<file path="config.mk">
export PLATFORM = sky130hd
export DESIGN_NAME = one_to_sixteen_deserializer_fsm
export DESIGN_NICKNAME = d
export VERILOG_FILES = /design/src/rtl/one_to_sixteen_deserializer_fsm.sv
export SDC_FILE = /design/constraint.sdc
export NUM_CORES = 1
export LEC_CHECK = 0
export CORE_MARGIN = 2
export CORE_UTILIZATION = 35
export CTS_CLUSTER_DIAMETER = 50
export DETAILED_ROUTE_END_ITERATION = 6
export PLACE_DENSITY = 0.61
export SETUP_SLACK_MARGIN = 0.3
export SYNTH_ARGS = -nofsm -noshare
export SYNTH_HDL_FRONTEND = slang
export SYNTH_SLANG_ARGS = --single-unit
export TNS_END_PERCENT = 100
</file>
<file path="constraint.sdc">
create_clock -name clock -period 1.9 [get_ports clock]
set_input_delay 0.475 -clock clock [delete_from_list [all_inputs] [get_ports clock]]
set_output_delay 0.475 -clock clock [all_outputs]
set_load 0.03 [all_outputs]
</file>
<file path="src/rtl/one_to_sixteen_deserializer_fsm.sv">
// Serial-to-parallel receiver: shifts in 16 LSB-first bits while ss is low and
// presents each completed word through a data_valid/ack handshake.
module one_to_sixteen_deserializer_fsm (
    input  logic        clock,
    input  logic        reset,
    input  logic        ss,
    input  logic        data_input,
    input  logic        ack,
    output logic [15:0] data_output,
    output logic        data_valid,
    output logic        overrun,
    output logic        frame_error,
    output logic        busy,
    output logic [3:0]  bit_count,
    output logic [1:0]  y_Q,
    output logic [15:0] allOfDataIn
);
    typedef enum logic [1:0] {
        IDLE  = 2'b00,
        SHIFT = 2'b01
    } state_t;

    state_t      r_state,       r_state_next;
    logic [3:0]  r_bit_count,   r_bit_count_next;
    logic [15:0] r_shift,       r_shift_next;
    logic [15:0] r_data_out,    r_data_out_next;
    logic        r_valid,       r_valid_next;
    logic        r_overrun,     r_overrun_next;
    logic        r_frame_error, r_frame_error_next;
    logic [15:0] w_shifted;

    assign w_shifted = {data_input, r_shift[15:1]};

    always_ff @(posedge clock) begin
        if (reset) begin
            r_state       <= IDLE;
            r_bit_count   <= 4'd0;
            r_shift       <= 16'd0;
            r_data_out    <= 16'd0;
            r_valid       <= 1'b0;
            r_overrun     <= 1'b0;
            r_frame_error <= 1'b0;
        end else begin
            r_state       <= r_state_next;
            r_bit_count   <= r_bit_count_next;
            r_shift       <= r_shift_next;
            r_data_out    <= r_data_out_next;
            r_valid       <= r_valid_next;
            r_overrun     <= r_overrun_next;
            r_frame_error <= r_frame_error_next;
        end
    end

    always_comb begin
        r_state_next       = r_state;
        r_bit_count_next   = r_bit_count;
        r_shift_next       = r_shift;
        r_data_out_next    = r_data_out;
        r_valid_next       = r_valid;
        r_overrun_next     = r_overrun;
        r_frame_error_next = 1'b0;

        // ack is applied first so a word completing on the same edge overrides it
        if (ack) begin
            r_valid_next   = 1'b0;
            r_overrun_next = 1'b0;
        end

        case (r_state)
            IDLE: begin
                if (!ss) begin
                    r_shift_next     = w_shifted;
                    r_bit_count_next = 4'd1;
                    r_state_next     = SHIFT;
                end else begin
                    r_bit_count_next = 4'd0;
                end
            end
            SHIFT: begin
                if (!ss) begin
                    r_shift_next = w_shifted;
                    if (r_bit_count == 4'd15) begin
                        r_data_out_next  = w_shifted;
                        r_valid_next     = 1'b1;
                        if (r_valid && !ack)
                            r_overrun_next = 1'b1;
                        r_bit_count_next = 4'd0;
                        r_state_next     = IDLE;
                    end else begin
                        r_bit_count_next = r_bit_count + 4'd1;
                    end
                end else begin
                    // short frame: drop the partial word, keep the last good one
                    r_bit_count_next   = 4'd0;
                    r_state_next       = IDLE;
                    r_frame_error_next = 1'b1;
                end
            end
            default: begin
                r_state_next = IDLE;
            end
        endcase
    end

    assign data_output = r_data_out;
    assign data_valid  = r_valid;
    assign overrun     = r_overrun;
    assign frame_error = r_frame_error;
    assign busy        = (r_state == SHIFT);
    assign bit_count   = r_bit_count;
    assign y_Q         = r_state;
    assign allOfDataIn = r_shift;
endmodule

</file>
==> results.yml, run 1 <==
place:
  port_buffers: 45
  place_congestion: 0.6875
  dp_hpwl_mm: 2.258
clocking:
  clockRootBuffer: "clkbuf_8"
  h-tree-depth: 2
  clk_pin_slew_ps: 80
  cts_made_buffers: 5
  cts_tree: "yes"
  clock_latency_ps: 290
  post-cts-setup-buffers: 0
  cts_buffer_depth: 2
  cts_sinks: 40
  ctsHoldBuffers: 0
pwr:
  p_leak_nw: 0.9402
  peakVddDrop_mv: 0.3886
  power_density_nw_per_um2: 764.0
sta:
  finalHoldViolCount: 0
  slew_viol_final: 0
  setup_viol: 0
  whs_ps: 472.5
  rsz0062_at_grt: "true"
  fmax_mhz: 634.4
  finalClockSkew_ps: 5.180
  fin_crit_ps: 1576
  timing.final.crit_share_pct: 82.96
  final.setup.tns_ps: 0
finish:
  num-nets-final: 207
  antenna_cells: 0
  syn_to_final_growth_pct: 31.93
  drive_gt1_share_pct: 12.87
setup_path:
  cp_top_family: "flip-flops"
  crit_buf_inv: 1
  worstSetupStartpointType: "register"
  crit_path_end_kind: "output pin"
  cp_slowest_cell: "dfxtp_1"
  cp_max_fo: 6
  path_cells: "clkdlybuf4s15_1"
  crit_type: "reg2out"
  crit_arrival_ps: 1100
  critPathMaxStageDelay_ps: 420
  required_ps: 1420
drt:
  antenna_left: 0
  totalWireLength_mm: 3.111
  viasPerCell: 4.453
  drt_iter0_markers: 51
  wl_per_cell_um: 12.25
  vias: 1131
  drc: 0
  drt_first_pass_iters: 4
global_route:
  grt_overflow: 0
  grt_max_degree: 28
  antenna_found_initial: 0
  grt.total_usage_pct: 13.45
  grt_pass1_vias: 1089
  grt_pass1_wl_mm: 5.306
synthesis:
  synth_nets: 161
  synth_seq_cells: 40
  syn_inst: 155
  yosysWarnings: 0
  netlist-cell-type-count: 24
  synthesis.area_sq_um: 1610
  synth.avg_cell_area_sq_um: 10.39
  synth-seq-area-share_pct: 49.73
floorplan:
  die_area_sq_um: 5160
  coreArea_sq_um: 4384
  boundaryPins: 47
  row_count: 24
  start_util_pct: 36.73
  fp.dieH_um: 71.83
  die_x_um: 71.83
job:
  cap_viol_max_count: 0
outcome:
  status: "finished, final reports clean"
min_path:
  hp-class: "reg2reg"
-- repair_timing --
action,in CTS,in global routing
endpoints found under the hold margin,0,0
resized for setup,42,25
setup endpoints to repair,41,17
-- metal layers --
layer	share of wire, %	global-route usage (%)	up-vias
li1	-	-	586
met1	45	16.51	510
met2	48	21.40	31
met3	5.8	4.782	4
met4	1.4	5.660	0
met5	0	0	-
-- layout by cell type, fill, tap and decap left out, types with 2 or more instances in the layout --
cell type        synthesis  final
dfxtp_1                 40     39
mux2i_1                 32     32
nand2b_1                32     32
dlygate4sd2_1            0     24
nor2_1                  22     22
clkbuf_2                 0      9
clkdlybuf4s15_1          0      8
buf_4                    4      6
clkbuf_8                 0      5
clkdlybuf4s50_1          0      4
nand3_1                  2      2
nand2_1                  2      2
-- flip-flops by register name (all words and copies together) (netlist names) --
name,count
allOfDataIn,16
bit_count,4
data_output,16
data_valid,1
frame_error,1
overrun,1
y_Q,1
-- where the power goes --
| part | internal [mW] | switching [mW] | leakage [nW] | total, mW |
|---|---|---|---|---|
| sequential | 0.845 | 0.00742 | 0.323 | 0.853 |
| clock | 0.390 | 0.283 | 0.0552 | 0.672 |
| combinational | 0.0435 | 0.0545 | 0.562 | 0.0980 |
-- synthesized netlist by cell type (all sizes together) --
master / instances / area [sq um]
nand2b: 32 / 200.2
o21ai: 1 / 5.000
a22o: 1 / 8.760
inv: 1 / 3.750
ha: 1 / 12.51
nor2: 22 / 82.58
nand2: 2 / 7.510
mux2i: 32 / 320.3
dfxtp: 40 / 800.8
buf: 8 / 71.32
nor2b: 1 / 6.260
and2: 1 / 6.260
conb: 1 / 3.750
nor3b: 1 / 12.51
xnor2: 1 / 8.760
o21ba: 1 / 10.01
xor2: 1 / 8.760
or3: 1 / 6.260
clkbuf: 4 / 15.01
nand3: 3 / 20.02
-- worst reg2reg max path, stage by stage (launching register included) --
cell	delay (ps)
dfxtp_1	360
ha_1	220
nand3_2	120
nor3b_4	220
buf_4	240
mux2i_1	210
-- cell families (layout without fill, tap and decap cells) --
family | Yosys count | in the layout | share of synthesized area [%]
other | 1 | 1 | 0.2329
AO/OA/AOI/OAI | 3 | 3 | 1.476
multiplexers | 32 | 32 | 19.89
buffers and inverters | 13 | 60 | 5.594
AND/OR/NAND/NOR | 63 | 63 | 21.21
adder cells (fa/ha/maj) | 1 | 1 | 0.7769
flip-flops | 40 | 40 | 49.73
XOR/XNOR | 2 | 2 | 1.088
-- cell type report --
| cell class | instances | area, sq um |
|---|---|---|
| Inverter | 1 | 3.754 |
| Tap cell | 52 | 65.06 |
| Fill cell | 420 | 2260 |
| Sequential cell | 40 | 802.0 |
| Clock buffer | 6 | 72.57 |
| Timing Repair Buffer | 51 | 420.4 |
| Clock inverter | 2 | 35.03 |
| Multi-Input combinational cell | 102 | 725.7 |
-- final timing paths --
| kind | from | to | slack [ps] | cells after the start |
|---|---|---|---|---|
| worst min-delay path | data_output[1]$_SDFFE_PP0P_ | data_output[1]$_SDFFE_PP0P_ | 470 | 2 |
| worst max-delay path | y_Q[0]$_SDFFE_PP0P_ | busy | 320 | 1 |
| worst max register to register | bit_count[1]$_SDFF_PP0_ | data_output[11]$_SDFFE_PP0P_ | 460 | 5 |
| worst min register to register | data_output[1]$_SDFFE_PP0P_ | data_output[1]$_SDFFE_PP0P_ | 470 | 2 |
-- stage by stage --
step,util [%],instance area (sq um),setup slack [ps],power [mW],cells
floorplan,-,1612,307.6,0.9446,155
global route,48.46,2125,254.2,1.707,254
detailed placement,47.72,2092,108.7,0.9774,246
global placement,47.72,2092,171.6,0.9756,246
CTS,49.03,2150,278.0,1.650,254
finish,48.46,2125,323.7,1.623,254
Note: power is estimated with default switching activity, not from simulation.
==> inputs of run 2 (changes only) <==
Settings changed: PLACE_DENSITY 0.61 to 0.63.
Clock period 1.9 ns to 1.35 ns, I/O delays scaled along.
==> run 2 against run 1 <==
The flow now finishes with violations (negative setup slack). Clock skew shrank 2.0 ps. Sequential power grew 40%. Register-to-register slack lost 470 ps. Worst hold slack gained 6.5 ps. Final cell count grew 13%. Worst setup slack lost 330 ps.
==> results.yml, run 2 (same netlist as run 1, synthesis figures left out) <==
global_route:
  grt_overflow: 0
  antenna_found_initial: 0
  grt_pass1_wl_mm: 5.871
  grt_pass1_vias: 1251
  grt.total_usage_pct: 14.49
  grt_max_degree: 27
floorplan:
  coreArea_sq_um: 4384
  row_count: 24
  start_util_pct: 36.73
  die_x_um: 71.83
  fp.dieH_um: 71.83
  die_area_sq_um: 5160
  boundaryPins: 47
finish:
  layout_common_cells: "45 x buf_6, 32 x mux2i_1, 32 x nand2b_1, 32 x dfxtp_2, 31 x buf_4"
  syn_to_final_growth_pct: 64.41
  num-nets-final: 239
  antenna_cells: 0
  final_common_cell: "buf_6"
  drive_gt1_share_pct: 56.84
setup_path:
  worstSetupStartpointType: "register"
  required_ps: 1560
  cp_max_fo: 4
  rr_worst_depth: 6
  crit_arrival_ps: 1570
  crit_path_end_kind: "register"
  crit_type: "reg2reg"
job:
  cap_viol_max_count: 0
clocking:
  cts_made_buffers: 5
  h-tree-depth: 2
  cts_buffer_depth: 2
  cts_tree: "yes"
  clockRootBuffer: "clkbuf_8"
  clock_latency_ps: 290
  clk_pin_slew_ps: 70
  cts_sinks: 40
  ctsHoldBuffers: 0
place:
  place_congestion: 0.7240
  port_buffers: 45
  dp_hpwl_mm: 2.208
pwr:
  p_int_mw: 1.633
  p_leak_nw: 1.118
  p_comb_share_pct: 8.9
  peakVddDrop_mv: 0.6068
  clkPwrFrac_pct: 35.5
  seqPwrFrac_pct: 55.6
  p_sw_share_pct: 23.66
  switching_power_mw: 0.5063
  power_density_nw_per_um2: 808.2
drt:
  drc: 0
  drt_iter0_markers: 46
  wl_per_cell_um: 13.50
  antenna_left: 0
  viasPerCell: 4.552
  totalWireLength_mm: 3.860
  drt_first_pass_iters: 4
  vias: 1302
sta:
  fin_crit_ps: 1359
  whs_ps: 479.0
  setup_viol: 5
  rsz0062_at_grt: "true"
  finalClockSkew_ps: 3.154
  worst_slack_ps: -9.235
  timing.final.crit_share_pct: 100.7
  fmax_mhz: 735.7
  slew_viol_final: 0
  final.setup.tns_ps: -32.86
  finalHoldViolCount: 0
min_path:
  min_path_cells: 2
  hp-class: "reg2reg"
outcome:
  status: "finished with violations"
  failed_checks: "negative setup slack"
run 2: cell types whose count changed in the layout (fill, tap and decap cells not counted), moves of 2 or more:
cell             previous run  this run
buf_4                       6        31
buf_6                       0        45
clkbuf_16                   0         2
clkbuf_2                    9         0
clkdlybuf4s15_1             8         0
clkdlybuf4s50_1             4         2
dfxtp_1                    39         0
dfxtp_2                     1        32
dfxtp_4                     0         8
dlygate4sd2_1              24         2
nand3_4                     0         2
nor2_1                     22        20
run 2: worst paths after layout:
| kind | start | to | slack [ps] |
|---|---|---|---|
| setup / recovery | bit_count[0]$_SDFF_PP0_ | data_output[13]$_SDFFE_PP0P_ | -9 |
| hold / removal | data_output[7]$_SDFFE_PP0P_ | data_output[7]$_SDFFE_PP0P_ | 480 |
| setup reg to reg | bit_count[0]$_SDFF_PP0_ | data_output[13]$_SDFFE_PP0P_ | -9 |
| hold reg to reg | data_output[7]$_SDFFE_PP0P_ | data_output[7]$_SDFFE_PP0P_ | 480 |
run 2: metal layers:
layer  wire length, um  track usage (%)  vias up
met5                 0                0        -
met4                38            5.870        0
met3               172            3.938        4
met2              1923            22.53       34
met1              1727            19.07      605
li1                  -                -      659
run 2: per-stage QoR:
step                total power [mW]  utilization [%]  cell area [sq um]  std cells  setup WS [ps]
floorplan                      1.331                -               1638        155          7.982
global placement               1.372            46.52               2039        246         -211.6
detailed placement             1.376            46.52               2039        246         -319.0
CTS                            2.146            55.37               2427        271          15.48
global route                   2.240            60.39               2648        286         -94.29
finish                         2.140            60.39               2648        286         -9.235
run 2: power groups by stage:
stage               combinational, mW  clock [mW]  sequential (mW)
global placement                0.145           0             1.23
CTS                             0.170       0.781             1.19
finish                          0.190       0.760             1.19
floorplan                      0.0857           0             1.25
detailed placement              0.147           0             1.23
global route                    0.204       0.845             1.19
run 2: repair_timing:
action	CTS	global route
hold endpoints to repair	0	0
setup buffers	17	12
pin swaps	0	5
setup endpoints to repair	81	68
gates resized for setup	110	24
gates cloned	0	3
run 2: layout make-up:
cell class / instances / area (sq um)
Clock buffer: 7 / 76.32
Clock inverter: 1 / 3.754
Fill cell: 360 / 1737
Inverter: 1 / 3.754
Multi-Input combinational cell: 102 / 780.7
Sequential cell: 40 / 870.8
Tap cell: 52 / 65.06
Timing Repair Buffer: 83 / 847.1
run 2: worst max-delay path, cell delays in order, from the launching register on:
cell       delay [ps]
dfxtp_4           370
ha_4              140
nand3_4            90
nor3b_4           220
buf_6             160
clkbuf_16         140
mux2i_1           170
==> inputs of run 3 (changes only) <==
Settings changed: CORE_UTILIZATION 35 to 25, PLACE_DENSITY 0.63 to 0.48.
==> run 3 against run 2 <==
The flow now finishes without violations. Via count decreased by 1.5%. Die area rose by 38%. Register-to-register slack improved by 40 ps. Critical path type unchanged. Core utilization is 19 points lower. Clock skew is 4.9 ps higher. Critical path depth decreased by 1. Combinational power is 5% lower.
==> results.yml, run 3 (same netlist as run 1, synthesis figures left out) <==
outcome:
  status: "finished, final reports clean"
global_route:
  grt.total_usage_pct: 10.96
  grt_pass1_vias: 1340
  grt_pass1_wl_mm: 6.182
  grt_max_degree: 26
  grt_overflow: 0
  antenna_found_initial: 0
setup_path:
  crit_arrival_ps: 1530
  crit_buf_inv: 1
  crit_type: "reg2reg"
  worstSetupPathDepth: 5
  rr_worst_depth: 5
  cp_max_fo: 18
  path_cells: "ha_4, nand3_4, nor3b_4, buf_12, mux2i_1"
  worstSetupStartpointType: "register"
  crit_path_end_kind: "register"
  cp_top_family: "flip-flops"
  cp_slowest_cell: "dfxtp_4"
  required_ps: 1550
  critPathMaxStageDelay_ps: 370
finish:
  finish.instance_area_sq_um: 2606
  layout_common_cells: "42 x buf_6, 32 x mux2i_1, 32 x nand2b_1"
  fill_cells: 611
  drive_gt1_share_pct: 52.84
  final_common_cell: "buf_6"
  antenna_cells: 0
  syn_to_final_growth_pct: 61.85
  num-nets-final: 234
  fin_util_pct: 41.52
drt:
  vias: 1283
  drt_first_pass_iters: 6
  wl_per_cell_um: 12.33
  drc: 0
  drt_iter0_markers: 31
  antenna_left: 0
  viasPerCell: 4.193
  totalWireLength_mm: 3.772
sta:
  fmax_mhz: 755.2
  setup_viol: 0
  fin_crit_ps: 1324
  finalHoldViolCount: 0
  rsz0062_at_grt: "true"
  finalClockSkew_ps: 8.014
  slew_viol_final: 0
  worst_slack_ps: 25.77
  timing.final.crit_share_pct: 98.09
  whs_ps: 484.0
clocking:
  cts_made_buffers: 5
  clock_latency_ps: 280
  cts_tree: "yes"
  cts_sinks: 40
  h-tree-depth: 2
  clk_pin_slew_ps: 80
  cts_buffer_depth: 2
  clockRootBuffer: "clkbuf_8"
pwr:
  peakVddDrop_mv: 0.4163
  p_leak_nw: 1.088
  power_density_nw_per_um2: 812.8
floorplan:
  row_count: 29
  die_x_um: 84.26
  coreArea_sq_um: 6277
  start_util_pct: 25.65
  die_area_sq_um: 7099
  boundaryPins: 47
  fp.dieH_um: 84.26
job:
  cap_viol_max_count: 0
place:
  placed_area_sq_um: 2118
  pre_cts_slack_ps: -300.0
  port_buffers: 45
  place_congestion: 0.6575
  dp_hpwl_mm: 2.519
min_path:
  min_path_cells: 2
  hp-class: "reg2reg"
run 3: changes by cell type in the layout (fill, tap and decap cells not counted), moves of 2 or more:
cell and change:
dfxtp_4 +2, dfxtp_1 +2, nor2_1 +2, dfxtp_2 -4, buf_6 -3, buf_12 +3, clkbuf_16 -2, buf_4 -3
run 3: routing by layer:
layer	vias to the layer above	part of all wire [%]	GRT usage [%]
met5	-	0	0
met4	0	0.50	3.959
met3	2	5.0	4.326
met2	34	51	19.19
met1	595	44	11.98
li1	652	-	-
run 3: area by class of cell:
type                            instances  area [sq um]  area share [%]
Sequential cell                        40         873.3           33.51
Multi-Input combinational cell        102         752.0           28.85
Tap cell                               77         96.34           3.697
Clock inverter                          1         3.754          0.1440
Inverter                                1         3.754          0.1440
Clock buffer                            7         76.32           2.928
Timing Repair Buffer                   78         800.8           30.72
run 3: path summary, 6_finish.rpt:
| path | start | to | slack [ps] |
|---|---|---|---|
| worst max-delay path | bit_count[1]$_SDFF_PP0_ | data_output[9]$_SDFFE_PP0P_ | 30 |
| worst min-delay path | data_output[11]$_SDFFE_PP0P_ | data_output[11]$_SDFFE_PP0P_ | 480 |
| worst max register to register | bit_count[1]$_SDFF_PP0_ | data_output[9]$_SDFFE_PP0P_ | 30 |
| worst min register to register | data_output[11]$_SDFFE_PP0P_ | data_output[11]$_SDFFE_PP0P_ | 480 |
run 3: metrics by stage:
step	setup TNS [ps]	cells	power, mW
6_report	0	306	2.118
5_1_grt	-71.12	306	2.233
2_1_floorplan	0	155	1.331
4_1_cts	0	301	2.167
3_3_place_gp	-6691	273	1.389
3_5_place_dp	-7512	273	1.392
run 3: where the power goes:
| group | total, mW | switching [mW] | internal, mW |
|---|---|---|---|
| combinational | 0.181 | 0.0876 | 0.0935 |
| clock | 0.750 | 0.390 | 0.360 |
| sequential | 1.19 | 0.0132 | 1.17 |
run 3: worst reg2reg max path, delay by kind of cell (launching register included):
kind                       cells  cell delay, ps
and+or+nand+nor                2             280
adders and majority gates      1             150
muxes                          1             220
buffers and inverters          1             210
DFF                            1             370
run 3: what timing repair did:
action	CTS	global route
endpoints found under the setup margin	81	64
hold buffers	0	0
setup buffers	20	5
pin swaps	1	0
resized for setup	107	6
